**config.mk**
```make
export PLATFORM = sky130hd
export DESIGN_NAME = execution_controller_flat
export DESIGN_NICKNAME = d
export VERILOG_FILES = /design/src/rtl/mp_ctrl_pkg.sv /design/src/rtl/execution_controller_if.sv /design/src/rtl/execution_controller_tick_gen.sv /design/src/rtl/execution_controller.sv /design/src/flat_wrapper.sv
export SDC_FILE = /design/constraint.sdc
export NUM_CORES = 1
export LEC_CHECK = 0
export CORE_MARGIN = 2
export CORE_UTILIZATION = 51
export DETAILED_ROUTE_END_ITERATION = 6
export PLACE_DENSITY = 0.81
export SYNTH_ARGS = -nofsm -noshare
export SYNTH_HDL_FRONTEND = slang
export SYNTH_SLANG_ARGS = --single-unit
```
**constraint.sdc**
```tcl
create_clock -name oscillator -period 2.9 [get_ports oscillator]
set_input_delay 0.58 -clock oscillator [delete_from_list [all_inputs] [get_ports oscillator]]
set_output_delay 0.58 -clock oscillator [all_outputs]
set_load 0.05 [all_outputs]
```
**src/rtl/mp_ctrl_pkg.sv**
```systemverilog
// Shared encodings for the microprocessor execution controller.
// States, rate selects and jump-to-self opcode fields.
package mp_ctrl_pkg;

    localparam logic [1:0] ST_HALT  = 2'b00;
    localparam logic [1:0] ST_RUN   = 2'b01;
    localparam logic [1:0] ST_STEP  = 2'b10;
    localparam logic [1:0] ST_BREAK = 2'b11;

    localparam logic [1:0] RATE_1 = 2'b00;
    localparam logic [1:0] RATE_2 = 2'b01;
    localparam logic [1:0] RATE_4 = 2'b10;

    localparam logic [1:0] OP_JUMP       = 2'b11;
    localparam logic [1:0] JUMP_SELF_IMM = 2'b11;

    function automatic logic is_jump_self(
        input logic [1:0] op,
        input logic [1:0] imm
    );
        return (op == OP_JUMP) && (imm == JUMP_SELF_IMM);
    endfunction

endpackage

```
**src/rtl/execution_controller_if.sv**
```systemverilog
// Core-side bundle: presented PC/instruction and the retire enable.
// master = core, slave = execution controller.
interface execution_controller_if;

    logic [7:0] pc;
    logic [7:0] instruction;
    logic       cpu_ce;

    modport master (
        output pc,
        output instruction,
        input  cpu_ce
    );

    modport slave (
        input  pc,
        input  instruction,
        output cpu_ce
    );

endinterface

```
**src/rtl/execution_controller_tick_gen.sv**
```systemverilog
// Free-running prescaler plus 2-bit rate divider.
// o_rate_tick is a one-cycle pulse at the selected instruction rate.
module tick_gen
    import mp_ctrl_pkg::*;
#(
    parameter int TICK_DIV = 25000000
) (
    input  logic       i_clk,
    input  logic       i_rst_n,
    input  logic [1:0] i_rate_sel,
    output logic       o_rate_tick
);

    localparam int PW = (TICK_DIV > 1) ? $clog2(TICK_DIV) : 1;

    logic [PW-1:0] r_presc;
    logic [1:0]    r_rate_cnt;
    logic          w_base_tick;
    logic          w_rate_hit;

    assign w_base_tick = (r_presc == PW'(TICK_DIV - 1));

    always_ff @(posedge i_clk) begin
        if (!i_rst_n) begin
            r_presc    <= '0;
            r_rate_cnt <= '0;
        end else if (w_base_tick) begin
            r_presc    <= '0;
            r_rate_cnt <= r_rate_cnt + 2'd1;
        end else begin
            r_presc <= r_presc + PW'(1);
        end
    end

    always_comb begin
        w_rate_hit = 1'b0;
        if (i_rate_sel == RATE_1)
            w_rate_hit = 1'b1;
        else if (i_rate_sel == RATE_2)
            w_rate_hit = r_rate_cnt[0];
        else
            w_rate_hit = &r_rate_cnt;
    end

    assign o_rate_tick = w_base_tick & w_rate_hit;

endmodule

```
**src/rtl/execution_controller.sv**
```systemverilog
// Run/halt/step sequencer producing the core's retire enable (cpu_ce),
// with one PC breakpoint, jump-to-self auto-halt and a retired counter.
module execution_controller
    import mp_ctrl_pkg::*;
#(
    parameter int TICK_DIV = 25000000,
    parameter int CNT_W    = 16
) (
    input  logic                 oscillator,
    input  logic                 reset_n,
    input  logic                 run_btn,
    input  logic                 step_btn,
    input  logic                 halt_btn,
    input  logic [1:0]           rate_sel,
    input  logic                 bp_enable,
    input  logic [7:0]           bp_addr,
    execution_controller_if.slave core,
    output logic [1:0]           state,
    output logic                 halted,
    output logic                 bp_hit,
    output logic [CNT_W-1:0]     retired_count
);

    logic [1:0]       r_state;
    logic             r_cpu_ce;
    logic             r_bp_skip;
    logic [CNT_W-1:0] r_count;
    logic             r_run_prev;
    logic             r_step_prev;
    logic             r_halt_prev;

    logic w_run_edge;
    logic w_step_edge;
    logic w_halt_edge;
    logic w_rate_tick;
    logic w_bp_match;
    logic w_jself;
    logic w_run_go;
    logic w_issue;

    tick_gen #(
        .TICK_DIV (TICK_DIV)
    ) u_tick_gen (
        .i_clk       (oscillator),
        .i_rst_n     (reset_n),
        .i_rate_sel  (rate_sel),
        .o_rate_tick (w_rate_tick)
    );

    assign w_run_edge  = run_btn  & ~r_run_prev;
    assign w_step_edge = step_btn & ~r_step_prev;
    assign w_halt_edge = halt_btn & ~r_halt_prev;

    assign w_bp_match = bp_enable & (core.pc == bp_addr) & ~r_bp_skip;
    assign w_jself    = is_jump_self(core.instruction[7:6],
                                     core.instruction[1:0]);

    // A RUN tick retires only when no halt, breakpoint or self-jump wins
    assign w_run_go = (r_state == ST_RUN) & ~w_halt_edge & w_rate_tick;
    assign w_issue  = (r_state == ST_STEP)
                    | (w_run_go & ~w_bp_match & ~w_jself);

    always_ff @(posedge oscillator) begin
        if (!reset_n) begin
            r_state     <= ST_HALT;
            r_cpu_ce    <= 1'b0;
            r_bp_skip   <= 1'b0;
            r_count     <= '0;
            r_run_prev  <= 1'b0;
            r_step_prev <= 1'b0;
            r_halt_prev <= 1'b0;
        end else begin
            r_run_prev  <= run_btn;
            r_step_prev <= step_btn;
            r_halt_prev <= halt_btn;
            r_cpu_ce    <= w_issue;

            if (w_issue) begin
                r_bp_skip <= 1'b0;
                if (r_count != {CNT_W{1'b1}})
                    r_count <= r_count + CNT_W'(1);
            end

            case (r_state)
                ST_HALT: begin
                    if (!w_halt_edge) begin
                        if (w_step_edge)
                            r_state <= ST_STEP;
                        else if (w_run_edge)
                            r_state <= ST_RUN;
                    end
                end
                ST_STEP: r_state <= ST_HALT;
                ST_RUN: begin
                    if (w_halt_edge)
                        r_state <= ST_HALT;
                    else if (w_rate_tick && w_bp_match)
                        r_state <= ST_BREAK;
                    else if (w_rate_tick && w_jself)
                        r_state <= ST_HALT;
                end
                ST_BREAK: begin
                    if (w_halt_edge) begin
                        r_state <= ST_HALT;
                    end else if (w_step_edge) begin
                        r_state   <= ST_STEP;
                        r_bp_skip <= 1'b1;
                    end else if (w_run_edge) begin
                        r_state   <= ST_RUN;
                        r_bp_skip <= 1'b1;
                    end
                end
            endcase
        end
    end

    assign core.cpu_ce   = r_cpu_ce;
    assign state         = r_state;
    assign halted        = (r_state == ST_HALT) | (r_state == ST_BREAK);
    assign bp_hit        = (r_state == ST_BREAK);
    assign retired_count = r_count;

endmodule

```
**src/flat_wrapper.sv**
```systemverilog
// flat-port wrapper written by rule: the top's interface ports become plain ports
module execution_controller_flat import mp_ctrl_pkg::*;
#(
    parameter int TICK_DIV = 25000000,
    parameter int CNT_W    = 16
)
  (oscillator, reset_n, run_btn, step_btn, halt_btn, rate_sel, bp_enable, bp_addr, state, halted, bp_hit, retired_count, core_pc, core_instruction, core_cpu_ce);
  execution_controller_if core_i ();
  input  logic oscillator;
  input  logic reset_n;
  input  logic run_btn;
  input  logic step_btn;
  input  logic halt_btn;
  input  logic [1:0] rate_sel;
  input  logic bp_enable;
  input  logic [7:0] bp_addr;
  output logic [1:0] state;
  output logic halted;
  output logic bp_hit;
  output logic [CNT_W-1:0] retired_count;
  input wire logic [$bits(core_i.pc)-1:0] core_pc;
  input wire logic [$bits(core_i.instruction)-1:0] core_instruction;
  output wire logic [$bits(core_i.cpu_ce)-1:0] core_cpu_ce;
  assign core_i.pc = core_pc;
  assign core_i.instruction = core_instruction;
  assign core_cpu_ce = core_i.cpu_ce;
  execution_controller #(.TICK_DIV(TICK_DIV), .CNT_W(CNT_W)) u_core (.oscillator(oscillator), .reset_n(reset_n), .run_btn(run_btn), .step_btn(step_btn), .halt_btn(halt_btn), .rate_sel(rate_sel), .bp_enable(bp_enable), .bp_addr(bp_addr), .core(core_i), .state(state), .halted(halted), .bp_hit(bp_hit), .retired_count(retired_count));
endmodule
```
==> key figures <==
Run status
  • Status: completed

Pwr
  • Leakage: 1.076 nW
  • Power Density: approximately 450 nW/um^2
  • Sw Ratio: 29.62%
  • Logic pwr share: 21.3%
  • Flop pwr share: approximately half
  • Sw Pwr: 0.4335 mW
  • Pint: 1.030 mW
  • VDD IR-drop max: roughly 280 uV
  • Clock power share: between 20 and 30%

Synthesis
  • Synth top area cells: dfxtp_1, xnor2_1, xor2_1
  • Post-Syn Area: around 2600 sq um
  • Yosys reg bits: 50
  • Top-count cell post-synth: dfxtp_1
  • Sequential share of the synthesized area: 39.12%
  • Post-synth EDFFs: 0
  • Syn Inst Count: between 200 and 300
  • Yosys top cell by area: dfxtp_1
  • Ys Warns: 0
  • Library cells used by synthesis: 43
  • Avg Inst Size Synth: between 8 and 9 sq um
  • Synth cell count leaders: dfxtp_1, nor2_1, a21oi_1, nand2_1, nand3_1
  • Fraction of registers with async set or reset after synthesis: 0%
  • Main synth FF type: dfxtp_1
  • Post-synth top area share: slightly below 40%
  • Mapped Nets: 336

CTS
  • TritonCTS clock tree: built
  • Maximum root-to-sink buffer count: 2
  • Hold buffer count at cts: 0
  • TritonCTS buffer count: 5
  • Post-CTS setup buffer count: 0
  • Worst-Skew Late Latency: roughly 0.30 ns
  • Clock root cell: clkbuf_8
  • H-tree level count: 2
  • Clock Sink Count: 50
  • Post-cts resize count: 0
  • Clock-pin transition on the worst setup and hold timing paths: 0.09 ns

Timing
  • Worst slew pin tran: 0.5464 ns
  • Max Fclk: 381.4 MHz
  • Slew Limit Fails: 0
  • Fin Clk Skew: approximately 0.0066 ns
  • Min Tclk post-route: roughly 2.6 ns
  • Setup TNS: 0 ns
  • Slew margin rel.: between 60% and 70%
  • Final worst-path cycle share: about nine tenths
  • RSZ-0062 raised after global routing: no
  • Final hold violations: 0
  • Setup violators final: 0

Detailed routing
  • Post-route ant nets: 0
  • Vias post-DR: roughly 2300
  • Via density per instance: about 5.6
  • DR WL/cell: approximately 13 um
  • Drt pass-1 iters: 4
  • First DRT Iteration DRCs: approximately 140
  • Detailed Route WL: approximately 5400 um
  • DRC Markers: 0

Placed design
  • Placed Instances: 404
  • I/O Buffers: 48
  • HPWL after DPL: 3976 um
  • Gpl congestion: 0.8323

Cells and area
  • Multi-input gate area: ~1500 sq um
  • ANT cells: 0
  • Layout cells sized above 1: a little over 6%
  • Fill cells: ~420
  • Final Non-Filler Cells: just over 400
  • Area grow syn2layout: 25.87%
  • Reg area: approximately 1000 sq um
  • Nets: around 380

Floorplan
  • Die area: 5600 sq um
  • IO Count: 53
  • Rows: 25
  • DIE WIDTH: about 75 um
  • Core Area: ~4800 sq um
  • Die H: around 75 um
  • Initial Util: around 53%

Setup path
  • Worst Setup Start Kind: flop
  • Flop-to-flop setup slack: 0.51 ns
  • Cell count of the worst reg-to-reg path: 8
  • Crit path kind: reg2out
  • CP required: between 2 and 2.5 ns
  • Launch point of the worst path: u_core.state[0]
  • Crit path arrival time: roughly 2.0 ns
  • Crit Path Max Fanout: 6
  • FF-to-FF End: u_core.retired_count[11]
  • Worst setup path end: halted
  • Kind of end point of the critical path: output port
  • Worst reg2reg path startpoint: u_core.u_tick_gen.r_presc[0]

Global route
  • Initial antenna violation count: 0
  • Global-route wire length before repair: roughly 8800 um
  • Vias in the first global route: ~2000
  • Global route total overflow: 0
  • Gr usage total: between 20% and 30%
  • Largest net degree at the start of global routing: 35

Min path
  • Hold Path Class: reg2reg

Flow run
  • Max cap viols: 0
sequential cells by signal (all words and copies together) (netlist names):
register	flops
u_core.state	2
u_core.u_tick_gen.r_presc	25
u_core.r_bp_skip	1
u_core.core.cpu_ce	1
u_core.r_step_prev	1
u_core.retired_count	16
u_core.r_run_prev	1
u_core.r_halt_prev	1
u_core.u_tick_gen.r_rate_cnt	2
routing by layer:
| layer | wire length (um) | global-route usage, % | up-vias |
|---|---|---|---|
| met2 | 2664 | 33.33 | 49 |
| met4 | 66 | 6.151 | 0 |
| met1 | 2499 | 26.27 | 1084 |
| met3 | 181 | 4.016 | 7 |
| met5 | 0 | 0 | - |
| li1 | - | - | 1175 |
worst max-delay path, stage by stage, from the launching register on:
cell	delay, ns
dfxtp_1	0.47
inv_1	0.13
ha_1	0.30
inv_1	0.05
clkdlybuf4s50_1	0.80
logic make-up after synthesis:
| logic type | count (synthesis) | share of synthesized area, % |
|---|---|---|
| AOI/OAI and AO/OA | 45 | 11.69 |
| adders and majority gates | 8 | 3.912 |
| xor gates and xnor gates | 31 | 10.61 |
| DFF | 50 | 39.12 |
| buffers and inverters | 21 | 3.423 |
| and+or+nand+nor | 140 | 30.86 |
| muxes | 1 | 0.3912 |
through the flow:
stage | setup WS, ns | utilization, % | hold slack [ns] | power [mW] | area (sq um)
detailed placement | 0.1630 | 65.31 | 0.4556 | 1.054 | 3126
floorplan | 0.4692 | - | 0.4297 | 0.9342 | 2559
finish | 0.2784 | 67.29 | 0.4723 | 1.464 | 3221
CTS | 0.3075 | 67.29 | 0.4781 | 1.475 | 3221
global route | 0.2249 | 67.29 | 0.5137 | 1.532 | 3221
global placement | 0.2476 | 65.31 | 0.4436 | 1.044 | 3126
cells in the final DEF, fill, tap and decap left out, types with 2 or more instances in the layout:
master / instances
a21oi_1: 18
and2_1: 6
and3_1: 4
and4_1: 5
and4b_1: 2
buf_4: 4
clkbuf_8: 6
clkdlybuf4s50_1: 48
dfxtp_1: 50
ha_1: 8
inv_1: 8
nand2_1: 18
nand2b_1: 3
nand3_1: 18
nand4_1: 12
nor2_1: 32
nor2b_1: 4
nor3_1: 7
nor3b_1: 2
nor4_1: 2
o21a_1: 3
o21ai_0: 3
o221a_2: 2
o31ai_1: 12
o41ai_1: 2
or3_1: 3
or4_1: 15
xnor2_1: 17
xor2_1: 14
layout make-up:
type,instances,area share (%)
multi-input combinational,225,45.84
sequential,50,31.08
timing repair buffer,53,16.47
tap,67,2.603
clock buffer,6,2.564
inverter,9,1.049
clock inverter,2,0.3885
power by group through the flow:
stage / Sequential [mW] / Clock, mW / Combinational [mW]
4_1_cts: 0.725 / 0.437 / 0.314
3_5_place_dp: 0.741 / 0 / 0.314
2_1_floorplan: 0.780 / 0 / 0.154
3_3_place_gp: 0.739 / 0 / 0.304
5_1_grt: 0.728 / 0.466 / 0.338
6_report: 0.725 / 0.426 / 0.312
how the worst min path moves through the flow:
stage / end / cells past startpoint / startpoint
after floorplan: u_core.u_tick_gen.r_presc[0] / 1 / u_core.u_tick_gen.r_presc[0]
after global placement: u_core.u_tick_gen.r_presc[0] / 1 / u_core.u_tick_gen.r_presc[0]
after detailed placement: u_core.u_tick_gen.r_presc[0] / 1 / u_core.u_tick_gen.r_presc[0]
after CTS: u_core.u_tick_gen.r_presc[0] / 1 / u_core.u_tick_gen.r_presc[0]
after global routing: u_core.retired_count[7] / 2 / u_core.retired_count[7]
final: u_core.u_tick_gen.r_presc[0] / 1 / u_core.u_tick_gen.r_presc[0]
(Power assumes the default switching activity.)
